<file path="src/rtl/cmd_stream_arbiter_pkg.sv">
// Shared helpers for the command stream arbiter: grant index width and the
// round-robin search used to pick the next source.
package cmd_stream_arbiter_pkg;

  localparam int GRANT_W     = 2;
  localparam int MAX_SOURCES = 4;

  // Search upward from last+1 (wrapping at num) for the first requester.
  // Returns last unchanged when nobody requests.
  function automatic logic [GRANT_W-1:0] rr_pick(
    input logic [MAX_SOURCES-1:0] req,
    input logic [GRANT_W-1:0]     last,
    input int                     num
  );
    logic [GRANT_W-1:0] pick;
    logic               found;
    int                 idx;
    pick  = last;
    found = 1'b0;
    for (int i = 1; i <= MAX_SOURCES; i++) begin
      idx = (int'(last) + i) % num;
      if (!found && (i <= num) && req[idx[GRANT_W-1:0]]) begin
        pick  = idx[GRANT_W-1:0];
        found = 1'b1;
      end
    end
    return pick;
  endfunction

endpackage

</file>
<file path="src/rtl/axis_skid_buffer.sv">
// Two-entry AXI-stream register slice. The head entry drives the output
// directly from flops; the spare entry absorbs one beat when the consumer
// stalls, so the producer side sees a ready that depends only on occupancy.
module axis_skid_buffer #(
  parameter int DATA_WIDTH = 16
) (
  input  logic                  aclk,
  input  logic                  reset,
  input  logic                  s_valid,
  output logic                  s_ready,
  input  logic [DATA_WIDTH-1:0] s_data,
  input  logic                  s_last,
  output logic                  m_valid,
  input  logic                  m_ready,
  output logic [DATA_WIDTH-1:0] m_data,
  output logic                  m_last
);

  localparam logic [1:0] SKID_DEPTH = 2'd2;

  logic [1:0]            count_q;
  logic [DATA_WIDTH-1:0] head_data_q;
  logic [DATA_WIDTH-1:0] spare_data_q;
  logic                  head_last_q;
  logic                  spare_last_q;
  logic                  push;
  logic                  pop;

  assign s_ready = (count_q != SKID_DEPTH);
  assign m_valid = (count_q != 2'd0);
  assign m_data  = head_data_q;
  assign m_last  = head_last_q;
  assign push    = s_valid && s_ready;
  assign pop     = m_valid && m_ready;

  // Refill the head from the spare (or the input) whenever it is empty or
  // being consumed; otherwise park an incoming beat in the spare entry.
  always_ff @(posedge aclk) begin
    if (reset) begin
      count_q     <= 2'd0;
      head_last_q <= 1'b0;
    end else begin
      if ((count_q == 2'd0) || pop) begin
        if (count_q == SKID_DEPTH) begin
          head_data_q <= spare_data_q;
          head_last_q <= spare_last_q;
        end else if (push) begin
          head_data_q <= s_data;
          head_last_q <= s_last;
        end else begin
          head_last_q <= 1'b0;
        end
      end else if (push) begin
        spare_data_q <= s_data;
        spare_last_q <= s_last;
      end
      count_q <= count_q + {1'b0, push} - {1'b0, pop};
    end
  end

endmodule

</file>
<file path="src/rtl/cmd_stream_arbiter.sv">
// Packet-level round-robin arbiter merging several command streams into one
// registered stream. A source keeps the grant until its tlast beat has been
// accepted; a one-cycle release follows before the next arbitration.
module cmd_stream_arbiter
  import cmd_stream_arbiter_pkg::*;
#(
  parameter int CMD_STREAM_WIDTH = 16,
  parameter int NUM_SOURCES      = 2
) (
  input  logic                                  aclk,
  input  logic                                  reset,
  input  logic [NUM_SOURCES-1:0]                s_cmd_axis_tvalid,
  output logic [NUM_SOURCES-1:0]                s_cmd_axis_tready,
  input  logic [NUM_SOURCES-1:0]                s_cmd_axis_tlast,
  input  logic [NUM_SOURCES*CMD_STREAM_WIDTH-1:0] s_cmd_axis_tdata,
  output logic                                  m_cmd_axis_tvalid,
  input  logic                                  m_cmd_axis_tready,
  output logic                                  m_cmd_axis_tlast,
  output logic [CMD_STREAM_WIDTH-1:0]           m_cmd_axis_tdata,
  output logic [1:0]                            dbgGrant,
  output logic                                  dbgLocked
);

  typedef enum logic {
    IDLE   = 1'b0,
    LOCKED = 1'b1
  } arb_state_t;

  arb_state_t            state_q;
  arb_state_t            state_d;
  logic [GRANT_W-1:0]    grant_q;
  logic [GRANT_W-1:0]    last_grant_q;
  logic [GRANT_W-1:0]    pick;
  logic                  release_q;
  logic [MAX_SOURCES-1:0] req_pad;
  logic [CMD_STREAM_WIDTH-1:0] sel_data;
  logic                  sel_valid;
  logic                  sel_last;
  logic                  accept_en;
  logic                  buf_ready;
  logic                  push;
  logic                  last_accept;

  // Widen the request vector so the shared search helper sees a fixed width.
  always_comb begin
    req_pad = '0;
    req_pad[NUM_SOURCES-1:0] = s_cmd_axis_tvalid;
  end

  assign pick = rr_pick(req_pad, last_grant_q, NUM_SOURCES);

  // Route the granted source's beat toward the skid buffer.
  always_comb begin
    sel_data  = '0;
    sel_valid = 1'b0;
    sel_last  = 1'b0;
    for (int i = 0; i < NUM_SOURCES; i++) begin
      if (grant_q == GRANT_W'(i)) begin
        sel_data  = s_cmd_axis_tdata[i*CMD_STREAM_WIDTH +: CMD_STREAM_WIDTH];
        sel_valid = s_cmd_axis_tvalid[i];
        sel_last  = s_cmd_axis_tlast[i];
      end
    end
  end

  assign accept_en   = (state_q == LOCKED) && !release_q;
  assign push        = accept_en && sel_valid && buf_ready;
  assign last_accept = push && sel_last;

  // Only the granted source sees ready, and only while the lock is live and
  // the buffer has room; every term here comes from a flop.
  always_comb begin
    s_cmd_axis_tready = '0;
    for (int i = 0; i < NUM_SOURCES; i++) begin
      s_cmd_axis_tready[i] = accept_en && buf_ready && (grant_q == GRANT_W'(i));
    end
  end

  // State register.
  always_ff @(posedge aclk) begin
    if (reset) begin
      state_q <= IDLE;
    end else begin
      state_q <= state_d;
    end
  end

  // Lock on any request; unlock after the release cycle that follows tlast.
  always_comb begin
    state_d = state_q;
    unique case (state_q)
      IDLE:    if (|s_cmd_axis_tvalid) state_d = LOCKED;
      LOCKED:  if (release_q) state_d = IDLE;
      default: state_d = IDLE;
    endcase
  end

  // Grant bookkeeping: capture the winner in IDLE, remember it as the last
  // grant once its packet ends, and flag the release cycle.
  always_ff @(posedge aclk) begin
    if (reset) begin
      grant_q      <= '0;
      last_grant_q <= GRANT_W'(NUM_SOURCES - 1);
      release_q    <= 1'b0;
    end else begin
      if ((state_q == IDLE) && (|s_cmd_axis_tvalid)) begin
        grant_q <= pick;
      end
      if (last_accept) begin
        last_grant_q <= grant_q;
      end
      release_q <= last_accept;
    end
  end

  axis_skid_buffer #(
    .DATA_WIDTH(CMD_STREAM_WIDTH)
  ) u_skid (
    .aclk    (aclk),
    .reset   (reset),
    .s_valid (accept_en && sel_valid),
    .s_ready (buf_ready),
    .s_data  (sel_data),
    .s_last  (sel_last),
    .m_valid (m_cmd_axis_tvalid),
    .m_ready (m_cmd_axis_tready),
    .m_data  (m_cmd_axis_tdata),
    .m_last  (m_cmd_axis_tlast)
  );

  assign dbgGrant  = grant_q;
  assign dbgLocked = (state_q == LOCKED);

endmodule

</file>
<file path="config.mk">
export PLATFORM = sky130hd
export DESIGN_NAME = cmd_stream_arbiter
export DESIGN_NICKNAME = d
export VERILOG_FILES = /design/src/rtl/cmd_stream_arbiter_pkg.sv /design/src/rtl/axis_skid_buffer.sv /design/src/rtl/cmd_stream_arbiter.sv
export SDC_FILE = /design/constraint.sdc
export NUM_CORES = 1
export LEC_CHECK = 0
export BUFFER_PORTS_ARGS = -buffer_cell sky130_fd_sc_hd__buf_2
export CAP_MARGIN = 20
export CORE_MARGIN = 8
export CORE_UTILIZATION = 50
export DETAILED_ROUTE_END_ITERATION = 8
export PLACE_DENSITY = 0.89
export SETUP_SLACK_MARGIN = 0.15
export SYNTH_ARGS = -nofsm -noshare
export SYNTH_HDL_FRONTEND = slang
export SYNTH_SLANG_ARGS = --single-unit
</file>
<file path="constraint.sdc">
create_clock -name aclk -period 3.4 [get_ports aclk]
set_input_delay 0.17 -clock aclk [delete_from_list [all_inputs] [get_ports aclk]]
set_output_delay 0.17 -clock aclk [all_outputs]
set_load 0.01 [all_outputs]
</file>
Word-level counts from Yosys, hierarchy flattened
Index checks and enable logic that the tools add are counted.

storage, ports and cells
  bits in registers = 42
  bits in latches = 0
  RAM bits = 0
  memory bits (read-only) = 0
  input bits = 39
  output and inout port bits = 23
  word-level logic and storage cells = 63
  memories = 0

operators by class
  $add $sub $neg = 4
  multiply operators = 0
  divide/modulo/power cells = 0
  order comparisons = 2
  eq/ne operators = 3
  shift operators = 0
  multiplexer cells = 20
  bitwise logic cells = 5
  reduce and logical (&&, ||, !) cells = 20

operators by type and width
  kind                                                        number
  2-to-1 mux 16 bit                                           4
  2-to-1 mux 1 bit                                            11
  logical AND 1 bit                                           10
  less-than comparator 2 x 3 -> 1 bit, second input constant  2
  AND reduction 3 bit                                         2
  binary-select mux 1 bit (select 2 bit)                      2
  logical NOT 2 bit                                           2
  2-to-1 mux 2 bit                                            2
  nonzero test 2 bit                                          2
  inverter 1 bit                                              3
  adder 1 bit, second input constant                          2
  adder 2 x 1 -> 2 bit                                        1
  AND 1 bit, first input constant                             2
  equality test 2 x 1 -> 1 bit, second input constant         1
  equality test 2 bit, second input constant                  1
  logical NOT 1 bit                                           2
  inequality test 2 bit, second input constant                1
  case mux 1 bit (2 select lines)                             1
  OR reduction 2 bit                                          1
  subtractor 2 x 1 -> 2 bit                                   1
  logical OR 1 bit                                            1

Longest topological paths before layout
Gate-level depths: netlist of the first run.

  depth after elaboration = 8
  mapped depth = 8

Modules after synthesis
From an unflattened synthesis of the first run, not the netlist that was laid out.

unflattened totals
  cells, all modules = 147
  area total of the unflattened synthesis = 2,009.4 um^2

by module, submodules not included
  module              instances  cells an instance  area an instance (um^2)  seq. area each (um^2)
  axis_skid_buffer    1          80                 1,471.4                  1,051.0
  cmd_stream_arbiter  1          67                 538.0                    100.1

Worst setup path after synthesis of the first run
Ideal clock, no wire load.

  path kind = register to register
  start = reg grant_q[0] (netlist: dbgGrant[0])
  end = reg u_skid.spare_data_q[0], enable pin
  setup time = 436 ps
  arrival time = 2,604 ps
  required time = 2,964 ps
  setup slack = 359 ps
  cell stages (with the launch flop) = 6
  path buffers = 2
  period minus slack after synthesis = 3,041 ps
  cell sequence = dfxtp_1 -> buf_2 -> buf_2 -> o21ai_0 -> nand2_1 -> nor4_1

between the ends
  cells in the longest elaborated chain, start to end = 6

RTL lines
  element                                   RTL line                   source
  from (decl)                               cmd_stream_arbiter.sv:31   logic [GRANT_W-1:0] grant_q;
  from (signal assigned)                    cmd_stream_arbiter.sv:107  grant_q <= pick;
  logical NOT 2 bit                         cmd_stream_arbiter.sv:58   if (grant_q == GRANT_W'(i)) begin
  2-to-1 mux 1 bit                          cmd_stream_arbiter.sv:58
  2-to-1 mux 1 bit (*)                      cmd_stream_arbiter.sv:58
  logical AND 1 bit (*)                     cmd_stream_arbiter.sv:121  .s_valid (accept_en && sel_valid),
  logical AND 1 bit (*)                     axis_skid_buffer.sv:33     assign push = s_valid && s_ready;
  AND reduction 3 bit (no source line) (*)  --
  to (signal assigned)                      axis_skid_buffer.sv:54     spare_data_q <= s_data;
  to (decl)                                 axis_skid_buffer.sv:23     logic [DATA_WIDTH-1:0] spare_data_q;

Every way passes the cells marked *; elsewhere a longest branch is shown, timed or not.
A chain may end at the register's enable or synchronous reset.

Final worst setup path of the first run
  start = reg grant_q[0] (netlist: dbgGrant[0])
  end = reg u_skid.head_data_q[14] (netlist: u_skid.m_data[14]), enable pin

between the ends
  cells in the longest elaborated chain, start to end = 7

RTL lines
  element                                   RTL line                   source
  logical NOT 2 bit                         cmd_stream_arbiter.sv:58
  2-to-1 mux 1 bit                          cmd_stream_arbiter.sv:58
  2-to-1 mux 1 bit (*)                      cmd_stream_arbiter.sv:58
  logical AND 1 bit (*)                     cmd_stream_arbiter.sv:121
  logical AND 1 bit (*)                     axis_skid_buffer.sv:33
  nonzero test 2 bit (no source line) (*)   --
  AND reduction 3 bit (no source line) (*)  --
  to (signal assigned)                      axis_skid_buffer.sv:45     head_data_q <= spare_data_q;
  to (signal assigned)                      axis_skid_buffer.sv:48     head_data_q <= s_data;
  to (decl)                                 axis_skid_buffer.sv:22     logic [DATA_WIDTH-1:0] head_data_q;

Marked as above.

==> summary.md, run 1 <==
| Metric | Value |
|---|---|
| Syn Inst Count | 177 |
| CTS root buffer | clkbuf_8 |
| Netlist cell types | 28 |
| Vias per cell | 5.05 |
| Slowest CP cell | a21oi_2 |
| Crit end category | register |
| Net count after synthesis | 218 |
| DRC viols | 0 |
| Relative slew slack | 0.384 |
| Met1 GRT Util | 0.149 |
| Unrepaired setup endpoints after global routing | false |
| Diode count | 0 |
| Slew Limit Fails | 0 |
| R2r setup slk | 1.30 ns |
| Yosys warns | 0 |
| Busiest layer in global routing | met2 |
| Min cycle time layout | 2.10 ns |
| CP arrival | 2.02 ns |
| H-tree levels | 2 |
| Postcts setup bufs | 0 |
| Worst Path Class, Setup | reg -> reg |
| CTS tree | built |
| Fraction of layout instances using a drive strength above 1 | 0.308 |
| Number of synthesized register bits | 41 |
| First-pass GRT wire length | 6930 um |
| Total wire length | 4070 um |
| DIE AREA | 5970 um2 |
| Slowest stage delay, CP | 0.73 ns |
| Largest net degree at the start of global routing | 24 |
| Worst-path maximum fanout | 23 |
| Startpoint types | register |
| P&R area growth vs syn | 22.9% |
| Routed wire per std cell | 14.1 um |
| DR iter-0 viols | 143 |
| PortBufs | 61 |
| CTS clock-pin slew for the worst setup and hold paths | 0.07 ns |
| Fill count | 308 |
| Core Rows | 22 |
| Final nets | 280 |
| Hpwl dp | 3060 um |
| Met3 usage | 0.0606 |
| Final worst slack | 1.30 ns |
| Core outline area | 3630 um2 |
| Antenna Nets Post-Route | 0 |
| LEAKAGE | 1.02 nW |
| Share of the synthesized area in the top cell type | 0.528 |
| DIE HEIGHT | 77.3 um |
| Hold-fix buffers, CTS | 0 |
| TritonCTS Buffers | 5 |
| Clock Tree Buf Depth | 2 |
| Placer congestion estimate | 0.831 |
| Initial Util | 0.517 |
| Power per Cell Area | 508 nW/um2 |
| I/O Pins | 62 |
| Antenna violations before repair | 0 |
| Worst-Skew Late Latency | 0.29 ns |
| Clock sink total | 41 |
| Global route total overflow | 0 |
| Final instance area | 2310 um2 |
| Maximum clock rate | 476 MHz |
| Post-synthesis sequential area ratio | 0.613 |
| Pre-CTS setup slack | 1.33 ns |
| Status | finished, final reports clean |
| Largest area contributor in the netlist | edfxtp_1 |
| TNS Setup | 0 ns |
| Vias | 1453 |
| Mapped Area | 1880 um2 |
| Vias in the first global route | 1539 |
| MaxCap Viol Count | 0 |
| Setup-failing EPs final | 0 |
| Syn_area_per_cell | 10.6 um2 |
| Worst Path Required | 3.32 ns |
| Ranking of synthesized cells by area | edfxtp_1 53%, nand2_1 11%, mux2i_1 9.6%, dfxtp_1 8.5%, nor2_1 4.4% |
| Worst vdd ir | 0.319 mV |
| Worst Skew | 0.00207 ns |
| Post_cts resized | 0 |
| Drt pass-1 iters | 4 |
| Fin crit share | 0.618 |
| Total track usage | 0.146 |
| DIE WIDTH | 77.3 um |
| Worst-margin pin slew | 0.924 ns |
| CP Cell Sequence | buf_4 > o21ai_0 > o211ai_1 > a21oi_2 |
| Worst hold-check path type | in -> reg |
| Met2 GRT Util | 0.245 |
| Area of placed instances | 2230 um2 |
| Final Hold Vio Count | 0 |
==> state kept, by name, indices dropped and copies added (netlist names) <==
register             flops
dbgLocked                1
u_skid.spare_data_q     16
dbgGrant                 2
last_grant_q             1
u_skid.m_last            1
release_q                1
u_skid.spare_last_q      1
u_skid.m_data           16
u_skid.count_q           2
==> Yosys cell counts <==
| master | number |
|---|---|
| nand2_1 | 56 |
| edfxtp_1 | 33 |
| nor2_1 | 22 |
| mux2i_1 | 18 |
| dfxtp_1 | 8 |
| inv_1 | 5 |
| clkbuf_1 | 4 |
| a21oi_1 | 3 |
| buf_2 | 3 |
| nor2b_1 | 3 |
| o21ai_0 | 3 |
| ha_1 | 2 |
| nor3_1 | 2 |
| a211oi_1 | 1 |
| a221o_1 | 1 |
| and3_1 | 1 |
| and3b_1 | 1 |
| buf_4 | 1 |
| buf_6 | 1 |
| nand2b_1 | 1 |
| nand3b_1 | 1 |
| nor2_2 | 1 |
| nor3_2 | 1 |
| nor4_1 | 1 |
| o211ai_1 | 1 |
| o21bai_1 | 1 |
| xnor2_1 | 1 |
| xor2_1 | 1 |
==> metrics by stage <==
stage	instances	utilization	power, W	hold WS [ns]
finish	288	0.635	0.00117	0.177
global route	288	0.635	0.00124	0.191
CTS	288	0.635	0.00118	0.167
detailed placement	280	0.613	0.000889	0.483
global placement	280	0.613	0.000877	0.472
floorplan	177	-	0.000795	0.333
==> report_power, final <==
group | switching (W) | leakage [nW] | total, W | internal (W)
Combinational | 0.000155 | 0.614 | 0.000259 | 0.000104
Sequential | 0.0000162 | 0.365 | 0.000614 | 0.000598
Clock | 0.000162 | 0.0430 | 0.000300 | 0.000138
==> per-layer routing <==
layer  routed length [um]  up-vias
li1                     -      724
met1                 1630      664
met2                 2030       55
met3                  297       10
met4                  108        0
met5                    0        -
==> final cells by class <==
| class | instances | area, um2 | share of cell area |
|---|---|---|---|
| clock inverters | 3 | 12.5 | 0.00542 |
| clock buffers | 5 | 68.8 | 0.0298 |
| well taps | 48 | 60.1 | 0.0260 |
| repair buffers | 64 | 328 | 0.142 |
| flip-flops and latches | 41 | 1150 | 0.499 |
| inverters | 5 | 18.8 | 0.00813 |
| multi-input cells | 122 | 668 | 0.290 |
==> cells in the final DEF (no fill, tap or decap), types with 2 or more instances in the layout <==
cell and count:
nor3_1 2, dfxtp_1 8, a21oi_1 2, buf_4 3
buf_2 61, mux2i_1 18, ha_1 2, clkbuf_8 5
inv_1 5, edfxtp_1 33, nor2b_1 3, nand2_1 56
clkinv_1 2, o21ai_0 3, nor2_1 22
==> kinds of logic (layout without fill, tap and decap cells) <==
logic type,count (synthesis),after routing,synth area share
compound gates,10,10,0.0333
flops,41,41,0.613
fa+ha+maj,2,2,0.0133
xor+xnor,2,2,0.00934
simple gates,90,90,0.199
mux,18,18,0.0960
buf+inv,14,77,0.0360
==> critical path: cells and delay by family (launching register included) <==
kind,cells,cell delay [ns]
compound gates,3,1.17
buf+inv,1,0.24
flops,1,0.31
==> worst paths after layout <==
| check | start | to | cells past startpoint |
|---|---|---|---|
| setup / recovery | dbgGrant[0] | u_skid.m_data[14] | 4 |
| hold / removal | reset | dbgGrant[0] | 2 |
| setup reg to reg | dbgGrant[0] | u_skid.m_data[14] | 4 |
| hold reg to reg | last_grant_q[0] | last_grant_q[0] | 1 |
(Power assumes the default switching activity.)
==> run 2: changes to the inputs <==
--- a/config.mk
+++ b/config.mk
@@ -8,9 +8,9 @@
 export BUFFER_PORTS_ARGS = -buffer_cell sky130_fd_sc_hd__buf_2
 export CAP_MARGIN = 20
 export CORE_MARGIN = 8
-export CORE_UTILIZATION = 50
+export CORE_UTILIZATION = 45
 export DETAILED_ROUTE_END_ITERATION = 8
-export PLACE_DENSITY = 0.89
+export PLACE_DENSITY = 0.85
 export SETUP_SLACK_MARGIN = 0.15
 export SYNTH_ARGS = -nofsm -noshare
 export SYNTH_HDL_FRONTEND = slang
==> constraint.sdc (replaced) <==
create_clock -name aclk -period 1.73 [get_ports aclk]
set_input_delay 0.0865 -clock aclk [delete_from_list [all_inputs] [get_ports aclk]]
set_output_delay 0.0865 -clock aclk [all_outputs]
set_load 0.01 [all_outputs]
==> summary.md, run 2 (synthesized netlist as in run 1, its figures left out) <==
| Metric | Value |
|---|---|
| CP arrival | 1.52 ns |
| Placer congestion estimate | 0.835 |
| R2R Path End | u_skid.m_data[12] |
| Diode count | 0 |
| Clock sink total | 41 |
| Power share of the sequential group | 0.514 |
| Slowest CP cell | dfxtp_2 |
| Final instance area | 2440 um2 |
| Worst-margin pin slew | 0.327 ns |
| MaxCap Viol Count | 0 |
| Cell internal pwr | 0.00171 W |
| Worst Skew | 0.00310 ns |
| Pre-CTS setup slack | 0.0836 ns |
| Clk pwr share | 0.240 |
| CTS tree | built |
| Largest net degree at the start of global routing | 20 |
| Critical Path Start | u_skid.count_q[1] |
| RR Startpoint | u_skid.count_q[1] |
| Hold WS | 0.112 ns |
| Fraction of layout instances using a drive strength above 1 | 0.363 |
| CTS clock-pin slew for the worst setup and hold paths | 0.07 ns |
| CP Cell Sequence | nor2b_1 > nand2_1 > a21oi_4 > buf_12 |
| Final worst slack | 0.210 ns |
| Antenna violations before repair | 0 |
| I/O Pins | 62 |
| Worst Path Required | 1.73 ns |
| CTS root buffer | clkbuf_8 |
| Drt pass-1 iters | 4 |
| Worst Path Class, Setup | reg -> reg |
| Antenna Nets Post-Route | 0 |
| Core Rows | 23 |
| Initial Util | 0.469 |
| First-pass GRT wire length | 7300 um |
| Final Hold Vio Count | 0 |
| Unrepaired setup endpoints after global routing | false |
| DIE WIDTH | 80.6 um |
| P&R area growth vs syn | 30.2% |
| Crit path capture | u_skid.m_data[12] |
| Clock Tree Buf Depth | 2 |
| Fin crit share | 0.879 |
| Final core occ | 0.611 |
| Comb pwr share | 0.247 |
| Total wire length | 4500 um |
| Most common cell after layout, fill and taps aside | buf_2 |
| Wire length on met3 | 300 um |
| Routed met2 length | 2410 um |
| Slew Limit Fails | 0 |
| Worst vdd ir | 0.590 mV |
| Core outline area | 4000 um2 |
| Power per Cell Area | 973 nW/um2 |
| Crit end category | register |
| DIE HEIGHT | 80.6 um |
| Tot Pwr | 0.00238 W |
| Switching fraction of total power | 0.282 |
| Maximum clock rate | 658 MHz |
| Worst-Skew Late Latency | 0.28 ns |
| Vias per cell | 5.05 |
| Startpoint types | register |
| Vias | 1505 |
| Area of placed instances | 2320 um2 |
| Net Sw Power | 0.000670 W |
| R2R depth | 4 |
| H-tree levels | 2 |
| DRC viols | 0 |
| Status | finished, final reports clean |
| Hpwl dp | 3410 um |
| DR iter-0 viols | 86 |
| Most frequent cells in the layout | 61 x buf_2, 56 x nand2_1, 33 x edfxtp_1, 20 x nor2_1, 18 x mux2i_1 |
| Top Metal Used | met4 |
| Met1 wire length | 1770 um |
| Setup-failing EPs final | 0 |
| Min cycle time layout | 1.52 ns |
| Global route total overflow | 0 |
| TritonCTS Buffers | 5 |
| Slowest stage delay, CP | 0.38 ns |
| PortBufs | 61 |
| Final nets | 289 |
| Fill count | 331 |
| Hold-fix buffers, CTS | 0 |
| Routed wire per std cell | 15.1 um |
| DIE AREA | 6490 um2 |
| LEAKAGE | 1.08 nW |
| Vias in the first global route | 1595 |
| R2r setup slk | 0.21 ns |
| Worst-path maximum fanout | 16 |
| Worst hold-check path type | in -> reg |
| Total track usage | 0.143 |
| Relative slew slack | 0.781 |
==> run 2: cell count changes in the layout (fill, tap and decap cells not counted), moves of 2 or more <==
cell	delta
buf_6	+3
buf_4	+5
nor2_1	-2
dfxtp_2	+4
nor2_4	+2
dfxtp_1	-4
==> run 2: timing repair <==
action                                  CTS  global route
gates resized for setup                   4             7
buffers inserted                          0             1
cloned                                    1             0
endpoints found under the setup margin   18            35
pin swaps                                 1             3
==> run 2: critical path: cells and delay by family (launching register included) <==
kind | cells | cell delay (ns)
simple gates | 2 | 0.49
compound gates | 1 | 0.19
buf+inv | 1 | 0.17
flops | 1 | 0.38
==> run 2: how the worst min path moves through the flow <==
stage / from / end / slack, ns / cells after the start
floorplan: s_cmd_axis_tvalid[1] / dbgGrant[0] / 0.24 / 2
global route: s_cmd_axis_tvalid[1] / dbgGrant[0] / 0.13 / 3
CTS: s_cmd_axis_tvalid[1] / dbgGrant[0] / 0.09 / 3
detailed placement: s_cmd_axis_tvalid[1] / dbgGrant[0] / 0.40 / 3
global placement: s_cmd_axis_tvalid[1] / dbgGrant[0] / 0.39 / 3
finish: s_cmd_axis_tvalid[1] / dbgGrant[0] / 0.11 / 3
==> run 2: metal layers <==
metal  vias up  track usage
met5         -            0
met1       720        0.157
met3         2       0.0469
met4         0       0.0327
li1        738            -
met2        45        0.257
==> run 2: layout make-up <==
cell class	count	area, um2	area share
clock inverters	1	3.75	0.00154
repair buffers	73	419	0.172
clock buffers	6	72.6	0.0297
multi-input cells	122	711	0.291
inverters	5	18.8	0.00768
well taps	50	62.6	0.0256
flip-flops and latches	41	1160	0.473
==> run 2: power groups by stage <==
stage / Clock (W) / Combinational [W] / Sequential [W]
floorplan: 0 / 0.000323 / 0.00126
global placement: 0 / 0.000540 / 0.00123
detailed placement: 0 / 0.000559 / 0.00123
CTS: 0.000580 / 0.000564 / 0.00121
global route: 0.000625 / 0.000656 / 0.00123
finish: 0.000570 / 0.000586 / 0.00122
==> run 2: stage by stage <==
stage,setup TNS [ns],std cells
floorplan,-2.75,177
detailed placement,0,289
global route,0,298
global placement,0,289
finish,0,298
CTS,0,297
